--- src/rtl/clock_unit.sv ---
// rtl/clock_unit.sv - two reset-aligned divided clock waves plus a sticky lock flag
module clock_unit #(
    parameter int DIV0        = 2,
    parameter int DIV1        = 4,
    parameter int LOCK_CYCLES = 16
) (
    input  logic i_clock,
    input  logic i_reset,
    output logic o_clock0,
    output logic o_clock1,
    output logic o_valid
);

    localparam int W0 = (DIV0 > 2) ? $clog2(DIV0) : 1;
    localparam int W1 = (DIV1 > 2) ? $clog2(DIV1) : 1;
    localparam int LW = (LOCK_CYCLES > 1) ? $clog2(LOCK_CYCLES + 1) : 1;

    localparam logic [W0-1:0] HALF0 = W0'(DIV0 / 2);
    localparam logic [W0-1:0] LAST0 = W0'(DIV0 - 1);
    localparam logic [W1-1:0] HALF1 = W1'(DIV1 / 2);
    localparam logic [W1-1:0] LAST1 = W1'(DIV1 - 1);
    localparam logic [LW-1:0] LOCK_MAX = LW'(LOCK_CYCLES);
    localparam logic [LW-1:0] LOCK_PRE = LW'(LOCK_CYCLES - 1);

    generate
        if (DIV0 < 2) begin : g_bad_div0
            $error("clock_unit: DIV0 must be >= 2");
        end
        if (DIV1 < 2) begin : g_bad_div1
            $error("clock_unit: DIV1 must be >= 2");
        end
        if (LOCK_CYCLES < 1) begin : g_bad_lock
            $error("clock_unit: LOCK_CYCLES must be >= 1");
        end
    endgenerate

    logic [W0-1:0] cnt0;
    logic [W1-1:0] cnt1;
    logic [LW-1:0] lock_cnt;

    // Outputs compare the pre-increment count, so the first edge out of reset drives both high.
    always_ff @(posedge i_clock) begin
        if (i_reset) begin
            cnt0     <= '0;
            cnt1     <= '0;
            o_clock0 <= 1'b0;
            o_clock1 <= 1'b0;
        end else begin
            o_clock0 <= (cnt0 < HALF0);
            o_clock1 <= (cnt1 < HALF1);
            cnt0     <= (cnt0 == LAST0) ? '0 : cnt0 + 1'b1;
            cnt1     <= (cnt1 == LAST1) ? '0 : cnt1 + 1'b1;
        end
    end

    always_ff @(posedge i_clock) begin
        if (i_reset) begin
            lock_cnt <= '0;
            o_valid  <= 1'b0;
        end else if (lock_cnt != LOCK_MAX) begin
            lock_cnt <= lock_cnt + 1'b1;
            if (lock_cnt == LOCK_PRE) begin
                o_valid <= 1'b1;
            end
        end
    end

endmodule

--- config.mk ---
export PLATFORM = sky130hd
export DESIGN_NAME = clock_unit
export DESIGN_NICKNAME = d
export VERILOG_FILES = /design/src/rtl/clock_unit.sv
export SDC_FILE = /design/constraint.sdc
export NUM_CORES = 1
export LEC_CHECK = 0
export BUFFER_PORTS_ARGS = -buffer_cell sky130_fd_sc_hd__clkbuf_2
export CORE_AREA = 2 2 39 41
export CTS_CLUSTER_SIZE = 12
export DETAILED_ROUTE_END_ITERATION = 10
export DIE_AREA = 0 0 41 43
export PLACE_DENSITY_LB_ADDON = 0.3
export REMOVE_ABC_BUFFERS = 1
export SYNTH_ARGS = -nofsm -noshare
export SYNTH_HDL_FRONTEND = slang
export SYNTH_SLANG_ARGS = --single-unit
--- constraint.sdc ---
create_clock -name i_clock -period 2.8 [get_ports i_clock]
set_input_delay 0.56 -clock i_clock [delete_from_list [all_inputs] [get_ports i_clock]]
set_output_delay 0.56 -clock i_clock [all_outputs]
set_load 0.005 [all_outputs]
==> metrics.cfg <==
[grt]
track_usage_pct=9.045
overflow=0
grt_max_degree=14
grt_pass1_wl_um=1041
antenna_found_initial=0
grt_pass1_vias=273

[pwr]
power.density_mw_per_mm2=605.9
power.sequential.fraction_pct=57.3
ir_worst_vdd_v=0.0001838
p_leak_nw=0.2230
clkPwrFrac_pct=34.8
p_sw_mw=0.07171
sw_frac_of_total_pct=23.47
power_frac_comb_pct=7.9
internal_power_mw=0.2338

[cts]
cts_buffer_depth=2
ctsResizeCount=0
numCtsBuffers=3
cts-root-buf=clkbuf_4
clk_latency_ns=0.26
path_clk_slew_ns=0.07
cts-htree-levels=1
cts-hold-fix-buffers=0
cts_tree=built
cts_setup_buffers=0
cts_num_sinks=11

[yosys]
synth_seq_cells=11
synth_simple_gate_area_share_pct=23.23
yosysTopAreaCell=dfxtp_1
synth_area_leaders=dfxtp_1, ha_1, nor2_1, and4bb_4, inv_1
synth_common_cells=dfxtp_1, nor2_1, ha_1, inv_1
synth_warnings=0
ys_async_sr_fraction_pct=0
synth-xor-area-share_pct=1.983
synth_cells=42
synth_area_um2=441.7
yosysSeqAreaShare_pct=49.86
synth_compound_area_share_pct=3.399
synth-edff-count=0
synth_top_family_by_area=simple AND/OR/NAND/NOR gates
synth_mux_area_share_pct=5.666
synth_fa_ha_area_share_pct=11.33
syn_area_per_cell_um2=10.52
synth_top_flop_cell=dfxtp_1
synth_most_common_cell=dfxtp_1
yosysTopAreaCellShare_pct=49.86
yosys.cell_types.count=18

[placed_design]
port_buffers=4
gp_congestion=0.6039
hpwlAfterDp_um=438.4

[die]
core_mm2=0.001384
die_w_um=41
placementRows=14
pin_count=5
start_util_pct=31.92
die_area_mm2=0.001763
fp.dieH_um=43

[timing]
final-max-slew-violation-count=0
clock.fmax_mhz=722.6
setup_violations=0
worst_pin_slew_ns=0.2376
final_hold_viol_count=0
slew-limit-headroom_pct=84.16
setup_tns_ns=0
rsz0062_at_grt=false
final.period_utilization_pct=49.43
finalClockSkew_ns=0.001039
period_minus_slack_ns=1.384
hold_ws_ns=0.4166

[final_layout]
fill_cells=142
fin_util_pct=36.44
regArea_um2=220.2
area_growth_pct=14.16
diodes=0
final_layout_size_suffix_gt1_share_pct=26.53
multi_input_area_um2=201.4
nets=56

[worst_setup_path]
critPathSlowestCell=dfxtp_1
cp.arrival_ns=1.55
cp_cell_sequence=ha_1, and3_2, ha_1, inv_1, o21ba_2
path_delay_family=adder cells
r2r-start=lock_cnt[0]
path_common_cell=ha_1
worstPathMaxFanout=6
critPathCaptureType=register
path_buf_inv=1
startpoint=lock_cnt[0]
cp-start-kind=register
worstSetupPathType=reg2reg
slowest_delay_ns=0.35
critPathRequiredTime_ns=2.96

[worst_hold_path]
hp-class=reg2reg
worst_hold_startpoint=cnt0

[drt]
wl_per_cell_um=9.062
drtIter0Drc=1
via_count=286
viasPerCell=4.400
ant_nets=0
first_pass_iters=2
drc_errors=0
routed_wl_um=589

[run]
maxCapViolCount=0

[run_status]
outcome=complete, no violations

-- metrics by stage --
step | instances | total power [mW] | area, um^2 | setup WS, ns
floorplan | 41 | 0.1940 | 436.7 | 1.471
global placement | 61 | 0.2023 | 476.7 | 1.438
detailed placement | 61 | 0.2033 | 476.7 | 1.421
CTS | 65 | 0.3113 | 504.2 | 1.416
global route | 65 | 0.3265 | 504.2 | 1.380
finish | 65 | 0.3055 | 504.2 | 1.416
-- state kept, by name, indices dropped and copies added (netlist names) --
| signal | cells |
|---|---|
| lock_cnt | 5 |
| cnt1 | 2 |
| o_clock1 | 1 |
| cnt0 | 1 |
| o_clock0 | 1 |
| o_valid | 1 |
-- final cells by class --
class,count,area share (%)
Clock buffer,3,4.466
Clock inverter,1,0.9926
Inverter,4,2.978
Multi-Input combinational cell,26,39.95
Sequential cell,11,43.67
Tap cell,16,3.970
Timing Repair Buffer,4,3.970
-- layout by cell type, fill, tap and decap left out, types with 2 or more instances in the layout --
master    netlist  layout
nor3_1          2       2
clkbuf_2        0       4
nand2b_1        2       2
ha_1            4       4
inv_1           4       4
clkbuf_4        0       3
dfxtp_1        11      11
nor2_1          7       7
-- cells by family (layout without fill, tap and decap cells) --
kind of cell,after synthesis,after routing
buffers and inverters,5,12
DFF,11,11
adders and majority gates,4,4
xor gates and xnor gates,1,1
AOI/OAI and AO/OA,2,2
and+or+nand+nor,17,17
muxes,2,2
-- power by group through the flow --
stage	clock (mW)	sequential (mW)	combinational, mW
after floorplan	0	0.178	0.0163
after global placement	0	0.179	0.0238
after detailed placement	0	0.179	0.0245
after CTS	0.112	0.175	0.0245
after global routing	0.120	0.177	0.0290
final	0.106	0.175	0.0241
-- metal layers --
metal,vias up,track usage [%],wire length [um],share of wire (%)
met5,-,0,0,0
li1,151,-,-,-
met1,128,10.97,285,48
met2,5,11.88,279,47
met3,2,1.571,17,2.9
met4,0,10.00,7,1.2
-- worst paths after layout --
kind | cells after the start | slack [ns] | endpoint
setup / recovery | 5 | 1.42 | lock_cnt[4]
hold / removal | 1 | 0.42 | cnt0
setup reg to reg | 5 | 1.42 | lock_cnt[4]
hold reg to reg | 1 | 0.42 | cnt0
Note: power is estimated with default switching activity, not from simulation.
